<file path="config.mk">
export PLATFORM = sky130hd
export DESIGN_NAME = pipeline_ctrl
export DESIGN_NICKNAME = d
export VERILOG_FILES = /design/src/rtl/pipeline_ctrl_pkg.sv /design/src/rtl/pipeline_ctrl_stall_arbiter.sv /design/src/rtl/pipeline_ctrl.sv
export SDC_FILE = /design/constraint.sdc
export NUM_CORES = 1
export LEC_CHECK = 0
export CAP_MARGIN = 40
export CORE_MARGIN = 4
export CORE_UTILIZATION = 47
export DETAILED_ROUTE_END_ITERATION = 10
export MAX_ROUTING_LAYER = met4
export PLACE_DENSITY_LB_ADDON = 0.3
export SLEW_MARGIN = 30
export SYNTH_ARGS = -nofsm -noshare
export SYNTH_HDL_FRONTEND = slang
export SYNTH_HIERARCHICAL = 1
export SYNTH_SLANG_ARGS = --single-unit
</file>
<file path="constraint.sdc">
create_clock -name clk_in -period 3.2 [get_ports clk_in]
set_input_delay 0.64 -clock clk_in [delete_from_list [all_inputs] [get_ports clk_in]]
set_output_delay 0.64 -clock clk_in [all_outputs]
set_load 0.05 [all_outputs]
</file>
<file path="src/rtl/pipeline_ctrl_pkg.sv">
// Shared pipeline-control constants: stall bit indices, stall-vector encodings,
// FSM state encoding and a saturating-increment helper.
package pipeline_ctrl_pkg;

  localparam int STALL_W = 6;
  localparam int ADDR_W  = 32;

  localparam int STALL_PC  = 0;
  localparam int STALL_IF  = 1;
  localparam int STALL_ID  = 2;
  localparam int STALL_EX  = 3;
  localparam int STALL_MEM = 4;
  localparam int STALL_WB  = 5;

  localparam logic Stall   = 1'b1;
  localparam logic NoStall = 1'b0;
  localparam logic Jump    = 1'b1;
  localparam logic NoJump  = 1'b0;

  localparam logic [STALL_W-1:0] STALL_VEC_MEM  = 6'b011111;
  localparam logic [STALL_W-1:0] STALL_VEC_ID   = 6'b000111;
  localparam logic [STALL_W-1:0] STALL_VEC_IF   = 6'b000011;
  localparam logic [STALL_W-1:0] STALL_VEC_NONE = 6'b000000;

  typedef enum logic {
    ST_IDLE    = 1'b0,
    ST_PENDING = 1'b1
  } ctrl_state_e;

  function automatic logic [31:0] sat_inc(input logic [31:0] v);
    return (v == 32'hFFFF_FFFF) ? v : v + 32'd1;
  endfunction

endpackage

</file>
<file path="src/rtl/pipeline_ctrl_stall_arbiter.sv">
// Priority encoder for the base stall vector: MEM over ID over IF.
// Purely combinational, zero latency; no handshake of its own.
module stall_arbiter
  import pipeline_ctrl_pkg::*;
(
  input  logic               stall_req_if,
  input  logic               stall_req_id,
  input  logic               stall_req_mem,
  output logic [STALL_W-1:0] base_stall
);

  always_comb begin
    base_stall = STALL_VEC_NONE;
    if (stall_req_mem == Stall) begin
      base_stall = STALL_VEC_MEM;
    end else if (stall_req_id == Stall) begin
      base_stall = STALL_VEC_ID;
    end else if (stall_req_if == Stall) begin
      base_stall = STALL_VEC_IF;
    end
  end

endmodule

</file>
<file path="src/rtl/pipeline_ctrl.sv">
// Central stall/flush control; stall, flush and idle redirects are combinational,
// a redirect arriving during an in-flight fetch is parked until IF releases; rdy_in=0 freezes state.
module pipeline_ctrl
  import pipeline_ctrl_pkg::*;
(
  input  logic               clk_in,
  input  logic               rst_in,
  input  logic               rdy_in,
  input  logic               stallReqIF_in,
  input  logic               stallReqID_in,
  input  logic               stallReqMEM_in,
  input  logic               jumpReq_in,
  input  logic [ADDR_W-1:0]  jumpTarget_in,
  output logic [STALL_W-1:0] stall_out,
  output logic               pcJump_out,
  output logic               redirect_out,
  output logic [ADDR_W-1:0]  redirectPc_out,
  output logic               discardFetch_out,
  output logic [31:0]        stallCycles_out,
  output logic [31:0]        flushCount_out
);

  ctrl_state_e       state_q, state_d;
  logic [ADDR_W-1:0] tgt_q, tgt_d;
  logic [31:0]       stall_cnt_q, stall_cnt_d;
  logic [31:0]       flush_cnt_q, flush_cnt_d;
  logic [STALL_W-1:0] base_stall;
  logic              accept;

  stall_arbiter u_stall_arbiter (
    .stall_req_if  (stallReqIF_in),
    .stall_req_id  (stallReqID_in),
    .stall_req_mem (stallReqMEM_in),
    .base_stall    (base_stall)
  );

  // While a redirect is parked, PC and IF must not advance past the stale fetch.
  always_comb begin
    stall_out = base_stall;
    if (state_q == ST_PENDING) begin
      stall_out[STALL_PC] = Stall;
      stall_out[STALL_IF] = Stall;
    end
  end

  assign accept     = jumpReq_in & ~stall_out[STALL_EX] & rdy_in;
  assign pcJump_out = accept ? Jump : NoJump;

  always_comb begin
    state_d          = state_q;
    tgt_d            = tgt_q;
    redirect_out     = 1'b0;
    redirectPc_out   = '0;
    discardFetch_out = (state_q == ST_PENDING);
    case (state_q)
      ST_IDLE: begin
        if (accept) begin
          if (!stallReqIF_in) begin
            redirect_out   = 1'b1;
            redirectPc_out = jumpTarget_in;
          end else begin
            tgt_d   = jumpTarget_in;
            state_d = ST_PENDING;
          end
        end
      end
      ST_PENDING: begin
        if (accept) begin
          tgt_d = jumpTarget_in;
        end
        // A jump accepted on the release cycle is newer than the parked target.
        if (rdy_in && !stallReqIF_in) begin
          redirect_out   = 1'b1;
          redirectPc_out = accept ? jumpTarget_in : tgt_q;
          state_d        = ST_IDLE;
        end
      end
      default: state_d = ST_IDLE;
    endcase
  end

  always_comb begin
    stall_cnt_d = stall_cnt_q;
    flush_cnt_d = flush_cnt_q;
    if (rdy_in && (|stall_out)) begin
      stall_cnt_d = sat_inc(stall_cnt_q);
    end
    if (accept) begin
      flush_cnt_d = flush_cnt_q + 32'd1;
    end
  end

  always_ff @(posedge clk_in) begin
    if (rst_in) begin
      state_q     <= ST_IDLE;
      tgt_q       <= '0;
      stall_cnt_q <= '0;
      flush_cnt_q <= '0;
    end else if (rdy_in) begin
      state_q     <= state_d;
      tgt_q       <= tgt_d;
      stall_cnt_q <= stall_cnt_d;
      flush_cnt_q <= flush_cnt_d;
    end
  end

  assign stallCycles_out = stall_cnt_q;
  assign flushCount_out  = flush_cnt_q;

endmodule

</file>
**Word level (Yosys, flattened, before mapping)**

Index checks and enable logic that the tools add are counted.

- Add/subtract/negate cells: 2
- Eq/ne operators: 3
- Mux-type cells: 21
- Bitwise operators: 5
- Reductions and logical operators: 7

Operators with widths:

| kind | count |
|---|---|
| 2-to-1 mux 32 bit | 6 |
| one-hot mux 32 bit (2 select lines) | 2 |
| adder 32 x 1 -> 32 bit, second input constant | 2 |
| == test 32 bit, second input constant | 1 |
| 2-to-1 mux 1 bit | 7 |
| AND reduction 3 bit | 2 |
| OR reduction 6 bit | 1 |
| 2-to-1 mux 5 bit | 1 |
| 2-to-1 mux 2 bit | 2 |
| inequality test 2 bit, second input constant | 2 |
| one-hot mux 1 bit (2 select lines) | 2 |
| 2-to-1 mux 3 bit | 1 |
| NOT 1 bit | 3 |
| AND 1 bit | 2 |
| logical AND 1 bit | 2 |
| AND reduction 2 bit | 1 |
| zero test 1 bit | 1 |

- Bits in registers: 97
- Word-level logic and storage cells: 42

**Longest topological paths before layout**

Gate-level depths: netlist of run 1.

- Depth after elaboration: 9
- Gate-level depth with buffers: 8

**Hierarchy**

The synthesis of run 1 kept the hierarchy.

Modules (own cells, without submodules):

| module | times used | cells each | area an instance (um2) |
|---|---|---|---|
| pipeline_ctrl | 1 | 573 | 4702.0 |
| stall_arbiter | 1 | 7 | 46.3 |

**Least setup slack after synthesis of run 1**

OpenSTA, ideal clock, no wires.

- Kind: input to output
- Start: in stallReqMEM_in
- End: out redirectPc_out[10]
- Data arrival time: 2131 ps
- Path slack: 429 ps
- Cell stages on the path: 6
- Buffers on the path: 3
- Cells stage by stage: buf_4 nand3b_1 and3_1 clkbuf_1 clkbuf_1 a22o_1

- Word-level cells in the longest chain between the ends: 7

RTL lines:

| what | line | RTL |
|---|---|---|
| from (decl) | pipeline_ctrl.sv:11 | `input logic stallReqMEM_in,` |
| 2-to-1 mux 5 bit * | pipeline_ctrl_stall_arbiter.sv:14 | `if (stall_req_mem == Stall) begin` |
| NOT 1 bit * | pipeline_ctrl.sv:46 | `assign accept = jumpReq_in & ~stall_out[STALL_EX] & rdy_in;` |
| AND 1 bit * (2 in series) | pipeline_ctrl.sv:46 |  |
| 2-to-1 mux 32 bit | - |  |
| 2-to-1 mux 32 bit | pipeline_ctrl.sv:72 | `if (rdy_in && !stallReqIF_in) begin` |
| one-hot mux 32 bit (2 select lines) * | pipeline_ctrl.sv:55 | `case (state_q)` |
| to (decl) | pipeline_ctrl.sv:17 | `output logic [ADDR_W-1:0] redirectPc_out,` |

Mark *: on every way between the ends. The rest lies on a longest branch, timed or not.

**Worst setup path after layout of run 1**

- Start: in stallReqMEM_in
- End: out redirectPc_out[27]

Same word-level chain as after synthesis.

==> results of run 1 <==
final cells by class:
cell class              count  area (sq um)
clock inverters             6          68.8
multi-input cells         437          2610
well taps                 133           166
inverters                   7          26.3
fillers                   815          2960
repair buffers            157          1920
flip-flops and latches     97          1940
clock buffers              10           128
Yosys cell counts (all sizes together) (17+ instances only):
| cell | n | share of area, % |
|---|---|---|
| nand2 | 94 | 7.6 |
| nor4 | 17 | 2.8 |
| xnor2 | 21 | 3.9 |
| nor2 | 44 | 3.5 |
| a21oi | 64 | 6.7 |
| or3 | 20 | 2.7 |
| o21ai | 19 | 2.0 |
| clkbuf | 28 | 2.2 |
| nand4 | 20 | 2.8 |
| a22o | 32 | 5.9 |
| dfxtp | 97 | 41 |
| nand3 | 18 | 2.0 |
power by group through the flow:
stage | Sequential, W | Combinational (W) | Clock [W]
CTS | 0.00123 | 0.000248 | 0.000819
floorplan | 0.00127 | 0.000111 | 0
global route | 0.00123 | 0.000265 | 0.000871
detailed placement | 0.00126 | 0.000247 | 0
global placement | 0.00126 | 0.000238 | 0
finish | 0.00123 | 0.000249 | 0.000794
state kept, by name (all words and copies together), names as in the netlist:
name,count
tgt_q,32
stallCycles_out,32
flushCount_out,32
discardFetch_out,1
worst max path at each step:
stage | from | depth (start not counted) | to | slack, ps
after detailed placement | stallReqID_in | 7 | stallCycles_out[28] | 80
after floorplan | stallReqMEM_in | 6 | redirectPc_out[10] | 430
final | stallReqMEM_in | 7 | redirectPc_out[27] | 140
after global routing | stallReqMEM_in | 7 | redirectPc_out[27] | 50
after global placement | stallReqID_in | 7 | stallCycles_out[24] | 90
after CTS | stallReqMEM_in | 7 | redirectPc_out[26] | 170
per-stage QoR:
step                      cells  hold slack, ps
after floorplan             580             437
final                       847             459
after CTS                   846             462
after detailed placement    830             449
after global routing        847             481
after global placement      829             441
metal layers:
| layer | wire length (um) | vias to the layer above | part of all wire [%] | global-route usage, % |
|---|---|---|---|---|
| li1 | - | 2354 | - | - |
| met1 | 5550 | 2296 | 42 | 28.3 |
| met2 | 6550 | 155 | 50 | 38.3 |
| met3 | 907 | 15 | 6.9 | 5.37 |
| met4 | 163 | 0 | 1.2 | 6.58 |
| met5 | 0 | - | 0 | - |
tightest hold or removal path, delay by kind of cell, from the launching register on:
kind | cells | cell delay (ps)
and+or+nand+nor | 1 | 50
AOI/OAI and AO/OA | 1 | 50
DFF | 1 | 320
cell families after synthesis:
logic type	after synthesis	synth area share, %
simple gates	270	29.9
compound gates	132	17.7
flops	97	40.9
buf+inv	46	4.48
xor+xnor	28	5.16
mux	4	1.19
fa+ha+maj	2	0.527
other cells	1	0.0790
==> impl_results.md, run 1 <==
* Final wirelength at 13.2 mm
* H-tree depth at 3
* Final instance area at 0.00686 sq mm
* Worst EP arrival at 2420 ps
* Post-cts resize count at 0
* DR iter-0 viols at 204
* Placed inst area at 0.00663 sq mm
* Crit path max fanout at 32
* Critical R2R Launch: stallCycles_out[9]
* P_leak at 2.27 nW
* Status: finished clean
* Setup bufs post-CTS at 0
* Cell Chain, Critical Path: clkdlybuf4s50_1, buf_4, nand3b_1, and3_1, buf_4, a22o_1, buf_12
* Post-Synthesis Cells at 580
* P per Cell Area at 331 mW/mm^2
* Skew-Pair Late Insertion Delay at 360 ps
* Layout cells sized above 1 at 12.2%
* CP most frequent cell: buf_4
* Initial antenna violation count at 0
* Final HPWL from detailed placement at 9.72 mm
* Die X at 109 um
* Commonest cells after routing, fill and taps aside: clkdlybuf4s50_1 (104), dfxtp_1 (97), nand2_1 (93)
* CTS tree: done
* Async SR Flop Fraction at 0%
* Worst Setup End Kind: output pin
* EDFF count, synth at 0
* Max-cap viol count at 0
* Post-route ant nets at 0
* Synthesized area at 0.00475 sq mm
* Hold-fix buffers at CTS at 0
* Vias after detailed routing at 4,820
* Remaining DRCs at 0
* Clk pwr share at 34.9%
* Die Area at 0.0118 sq mm
* CTS sink count at 97
* Reg power frac at 54.1%
* Sw Ratio at 25.4%
* Fin crit share at 95.6%
* Global route total overflow at 0
* Tot Pwr at 0.00227 W
* Vias in the first global route at 4,537
* Largest net degree at the start of global routing at 65
* Clock transition at path regs at 100 ps
* Layout Utilization at 69.8%
* Setup slack after layout at 142 ps
* Final setup vio count at 0
* Worst hold path type: register to register
* Final net count at 750
* Initial Utilization at 48.4%
* Synth unique cells at 50
* Top_reg_cell synth: dfxtp_1
* Crit-path slowest cell: clkdlybuf4s50_1
* Highest cell delay on the worst timing path at 470 ps
* Synth Register Bits at 97
* Worst VDD drop at 240 uV
* Cts bufs inserted at 9
* # port buffers at 142
* Startpoint Class: input port
* P_int at 0.00170 W
* DRT Pass-1 Iters at 4
* Logic pwr share at 10.9%
* Register area share after synthesis at 40.9%
* Place WS at 79.8 ps
* Final min period at 3060 ps
* Setup tns final at 0 ps
* Global-route wire length before repair at 21.7 mm
* Rows at 36
* Yosys warnings at 6
* R2R Path End: stallCycles_out[27]
* RSZ-0062 raised after global routing: no
* Clk buf depth at 2
* Max Freq at 0.327 GHz
* Setup Crit Path Kind: input port to output pin
* Total I/O pin count at 144
* Gr usage total at 23.2%
* Final Hold Viols at 0
* Most common cell after layout, fill and taps aside: clkdlybuf4s50_1
* WP data required at 2560 ps
* CTS root buffer: clkbuf_8
* R2R Setup Slk at 970 ps
* WL per Instance at 15.6 um
* CP delay by family, top: buffers and inverters
* Final Max Tran Viols at 0
* Sw Pwr at 0.000577 W
* Worst-Margin Slew at 821 ps
* Slew headroom at 44.8%
* Die H at 109 um
* Hold wc startpoint: tgt_q[20]
* RD Place Congestion at 0.838
* Worst Path Buf+Inv at 4
* Hold path cells at 2
* Skew final at 9.90 ps
* Core Area at 0.00982 sq mm
* Hold path endpoint: tgt_q[20]
* Synthesized area per cell at 8.19 sq um
* Ant. Diodes at 0
* R2R depth at 6
* Syn_nets at 621
* Vias/cell at 5.69
* Synth-to-Final Area Change at 44.4%
(Power assumes the default switching activity.)
==> run 2, diff against run 1 <==
Settings changed: CORE_UTILIZATION 47 to 49, CTS_BUF_LIST from default to sky130_fd_sc_hd__clkbuf_8.
==> run 2 against run 1 <==
  * Final cell count did not move
  * Total power rose by 3.3%
  * Cell area hardly changed
  * Non-clock buffer count up 4
  * Combinational power hardly changed
  * Sequential share of layout area about the same
  * Routed wire length rose by 2.8%
  * Clock skew rose by 13 ps
  * Utilization grew 3.7 points
  * Flip-flop and latch count unchanged
  * Global-route usage is 1.1 points higher
  * Clock power increased by 9.8%
  * Highest routed layer unchanged
==> impl_results.md, run 2 (same netlist as run 1, synthesis figures left out) <==
* CP Launch Point: stallReqMEM_in
* Largest net degree at the start of global routing at 49 (-25%)
* Commonest cells after routing, fill and taps aside: clkdlybuf4s50_1 (104), dfxtp_1 (97), nand2_1 (93)
* Status: finished clean
* Cell Chain, Critical Path: clkdlybuf4s50_1, buf_4, nand3b_1, and3_1, buf_4, a22o_1, buf_12
* P_leak at 2.29 nW (+0.93%)
* Critical R2R Launch: stallCycles_out[9]
* Rows at 35 (-2.8%)
* Final net count at 754 (+0.53%)
* WL per Instance at 16.0 um (+2.8%)
* CTS sink count at 97 (unchanged)
* Die X at 106 um (-1.9%)
* Crit-path slowest cell: clkdlybuf4s50_1
* Setup bufs post-CTS at 0 (unchanged)
* Crit path max fanout at 32 (unchanged)
* Vias after detailed routing at 4,883 (+1.3%)
* Skew final at 22.6 ps (+12.7 ps)
* Gr usage total at 24.3% (+1.1 points)
* Setup Crit Path Kind: input port to output pin
* Synth-to-Final Area Change at 44.6% (about the same)
* Highest cell delay on the worst timing path at 470 ps (about the same)
* Max Freq at 0.336 GHz (+2.6%)
* Worst-Margin Slew at 702 ps (-119 ps)
* Die Area at 0.0113 sq mm (-3.8%)
* Final setup vio count at 0 (unchanged)
* Worst VDD drop at 224 uV (-6.4%)
* Post-cts resize count at 0 (unchanged)
* Slew headroom at 53.1% (+8.2 points)
* Die H at 106 um (-1.9%)
* Total I/O pin count at 144 (unchanged)
* Tot Pwr at 0.00235 W (+3.3%)
* Cts bufs inserted at 9 (unchanged)
* Initial antenna violation count at 0 (unchanged)
* Global route total overflow at 0 (unchanged)
* CP most frequent cell: buf_4
* Worst hold path type: register to register
* Vias/cell at 5.77 (+1.3%)
* CTS tree: done
* Final min period at 2980 ps (-78.0 ps)
* H-tree depth at 3 (unchanged)
* DRT Pass-1 Iters at 5 (+1)
* Skew-Pair Late Insertion Delay at 360 ps (about the same)
* Final HPWL from detailed placement at 9.70 mm (-0.15%)
* Initial Utilization at 50.9% (+2.5 points)
* Final Max Tran Viols at 0 (unchanged)
* RSZ-0062 raised after global routing: no
* Startpoint Class: input port
* # port buffers at 142 (unchanged)
* Layout cells sized above 1 at 12.7% (+0.49 points)
* Hold path cells at 2 (unchanged)
* Max-cap viol count at 0 (unchanged)
* Vias in the first global route at 4,743 (+4.5%)
* Final wirelength at 13.5 mm (+2.8%)
* Core Area at 0.00933 sq mm (-5.0%)
* Remaining DRCs at 0 (unchanged)
* Setup tns final at 0 ps (unchanged)
* P per Cell Area at 342 mW/mm^2 (+3.2%)
* Post-route ant nets at 0 (unchanged)
* RD Place Congestion at 0.870 (+3.8%)
* DR iter-0 viols at 209 (+2.5%)
* Worst EP arrival at 2340 ps (-80 ps)
* Clk buf depth at 2 (unchanged)
* Final Hold Viols at 0 (unchanged)
* Fin crit share at 93.1% (-2.4 points)
* Smallest hold slack at 460 ps (+0.524 ps)
* Most common cell after layout, fill and taps aside: clkdlybuf4s50_1
* Worst Setup End Kind: output pin
* WP data required at 2560 ps (about the same)
* Clock transition at path regs at 90 ps (about the same)
* Hold-fix buffers at CTS at 0 (unchanged)
* Global-route wire length before repair at 22.6 mm (+4.3%)
* Hold wc startpoint: tgt_q[21]
* CTS root buffer: clkbuf_8
* R2R depth at 6 (unchanged)
* Ant. Diodes at 0 (unchanged)
run 2: worst paths after layout:
| path | end | slack [ps] |
|---|---|---|
| worst max-delay path | redirectPc_out[28] | 220 |
| worst min-delay path | tgt_q[21] | 460 |
| worst max register to register | stallCycles_out[25] | 790 |
| worst min register to register | tgt_q[21] | 460 |
run 2: metrics by stage:
step	setup slack (ps)	instances	cell area, sq um	util (%)
floorplan	429	580	4750	-
global placement	51.5	828	6610	70.9
detailed placement	2.04	828	6610	70.9
CTS	218	844	6830	73.2
global route	78.4	847	6860	73.6
finish	220	847	6860	73.6
run 2: cell type report:
class | instances | area (sq um)
repair buffers | 161 | 1910
clock inverters | 7 | 93.8
multi-input cells | 437 | 2600
fillers | 747 | 2460
flip-flops and latches | 97 | 1940
well taps | 129 | 161
inverters | 7 | 26.3
clock buffers | 9 | 124
run 2: report_power, final:
group | internal, W | switching (W)
clock | 0.000441 | 0.000431
combinational | 0.000111 | 0.000136
sequential | 0.00122 | 0.0000109
run 2: routing by layer:
metal  GRT usage [%]  vias up  part of all wire, %
met4            6.12        0                  2.1
li1                -     2371                    -
met3            7.35       27                  8.5
met5               -        -                    0
met2            40.4      181                   49
met1            28.9     2304                   40
run 2: worst max-delay path, delay by kind of cell:
kind / cells / cell delay, ps
AND/OR/NAND/NOR: 2 / 350
AO/OA/AOI/OAI: 1 / 270
buffers and inverters: 4 / 1080
==> run 3, diff against run 2 <==
Settings changed: CORE_MARGIN 4 to default, CORE_UTILIZATION 49 to 35.
==> run 3 against run 2 <==
  * Non-clock buffer count shrank 3
  * Final cell count grew 5.1%
  * Critical path depth is the same
  * Sequential power is essentially flat
  * Largest cell class unchanged
==> impl_results.md, run 3 (same netlist as run 1, synthesis figures left out) <==
* Worst hold path type: register to register
* Worst-Margin Slew at 788 ps (+85.7 ps)
* Final net count at 751 (-0.40%)
* Worst VDD drop at 264 uV (+18%)
* Placed inst area at 0.00668 sq mm (+0.93%)
* Final setup vio count at 0 (unchanged)
* Rows at 42 (+20%)
* Place WS at 28.5 ps (+26.5 ps)
* Final HPWL from detailed placement at 9.28 mm (-4.4%)
* Final min period at 3030 ps (+54.1 ps)
* Setup tns final at 0 ps (unchanged)
* Vias in the first global route at 4,498 (-5.2%)
* Setup bufs post-CTS at 0 (unchanged)
* Vias after detailed routing at 4,769 (-2.3%)
* Die Area at 0.0140 sq mm (+24%)
* Die H at 118 um (+11%)
* Met1 global-route usage at 22.8% (-6.1 points)
* Synth-to-Final Area Change at 44.7% (about the same)
* P_leak at 2.26 nW (-1.4%)
* Hold-fix buffers at CTS at 0 (unchanged)
* GRT met3 Usage at 7.43% (+0.086 points)
* Most common cell after layout, fill and taps aside: clkdlybuf4s50_1
* CTS sink count at 97 (unchanged)
* H-tree depth at 3 (unchanged)
* R2R Path End: stallCycles_out[25]
* Status: finished clean
* Crit path max fanout at 32 (unchanged)
* Core Area at 0.0132 sq mm (+42%)
* Cts bufs inserted at 9 (unchanged)
* Skew-Pair Late Insertion Delay at 390 ps (+30 ps)
* Global-route wire length before repair at 21.7 mm (-3.8%)
* P per Cell Area at 333 mW/mm^2 (-2.7%)
* WP data required at 2560 ps (about the same)
* Total I/O pin count at 144 (unchanged)
* DRT Pass-1 Iters at 5 (unchanged)
* Critical R2R Launch: stallCycles_out[9]
* Clock transition at path regs at 80 ps (about the same)
* Commonest cells after routing, fill and taps aside: clkdlybuf4s50_1 (104), dfxtp_1 (97), nand2_1 (93)
* Die X at 118 um (+11%)
* RSZ-0062 raised after global routing: no
* Tot Pwr at 0.00229 W (-2.6%)
* CP Launch Point: stallReqMEM_in
* Vias/cell at 5.36 (-7.1%)
* Max-cap viol count at 0 (unchanged)
* Setup Crit Path Kind: input port to output pin
* Global route total overflow at 0 (unchanged)
* Gr usage total at 19.5% (-4.8 points)
* Grt met2 use at 31.1% (-9.3 points)
* Final Max Tran Viols at 0 (unchanged)
* CP endpoint: redirectPc_out[26]
* Worst EP arrival at 2390 ps (+50 ps)
* Final Hold Viols at 0 (unchanged)
* Layout cells sized above 1 at 12.3% (-0.35 points)
* Most used routing layer: met2
* Slew headroom at 47.0% (-6.0 points)
* Post-route ant nets at 0 (unchanged)
* Skew final at 8.04 ps (-14.6 ps)
* Initial antenna violation count at 0 (unchanged)
* R2R Setup Slk at 760 ps (-30 ps)
* Layout Utilization at 51.9% (-22 points)
* Max Freq at 0.330 GHz (-1.8%)
* RD Place Congestion at 0.858 (-1.4%)
* Remaining DRCs at 0 (unchanged)
* Post-cts resize count at 0 (unchanged)
* Startpoint Class: input port
* # port buffers at 142 (unchanged)
* Final wirelength at 13.0 mm (-4.3%)
* CTS tree: done
* WL per Instance at 14.6 um (-8.9%)
* Largest net degree at the start of global routing at 67 (+37%)
* DR iter-0 viols at 228 (+9.1%)
* Fin crit share at 94.8% (+1.7 points)
* R2R depth at 5 (-1)
* Ant. Diodes at 0 (unchanged)
* Initial Utilization at 35.9% (-15 points)
* Worst Setup End Kind: output pin
* Setup slack after layout at 166 ps (-54.1 ps)
* Clk buf depth at 2 (unchanged)
* CTS root buffer: clkbuf_8
* Final instance area at 0.00687 sq mm (about the same)
run 3: report_power, final:
part | switching [W] | internal [W] | total [W]
sequential | 0.0000108 | 0.00122 | 0.00123
clock | 0.000440 | 0.000377 | 0.000817
combinational | 0.000134 | 0.000107 | 0.000241
total | 0.000584 | 0.00170 | 0.00229
run 3: cell type report:
class | instances | area [sq um]
multi-input cells | 437 | 2600
clock buffers | 10 | 138
fillers | 1249 | 6370
clock inverters | 5 | 56.3
flip-flops and latches | 97 | 1940
well taps | 176 | 220
inverters | 7 | 26.3
repair buffers | 158 | 1880
run 3: per-stage QoR:
stage / hold slack (ps) / cells
finish: 457 / 890
global placement: 442 / 875
global route: 482 / 890
detailed placement: 448 / 875
CTS: 460 / 890
floorplan: 437 / 580
run 3: routing by layer:
layer	up-vias	wire, um
met5	-	0
met1	2270	5490
met2	132	6190
met3	10	1130
li1	2357	-
met4	0	152
run 3: worst min path at each step:
stage,start,endpoint,cells after the start
6_report,tgt_q[24],tgt_q[24],2
3_5_place_dp,tgt_q[25],tgt_q[25],2
4_1_cts,tgt_q[25],tgt_q[25],2
3_3_place_gp,tgt_q[0],tgt_q[0],2
5_1_grt,tgt_q[17],tgt_q[17],2
2_1_floorplan,tgt_q[0],tgt_q[0],2
run 3: worst max-delay path: stages:
cell and delay (ps):
clkdlybuf4s50_1 470, buf_4 140, nand3b_1 180, and3_1 190
buf_4 330, a22o_1 280, buf_12 150
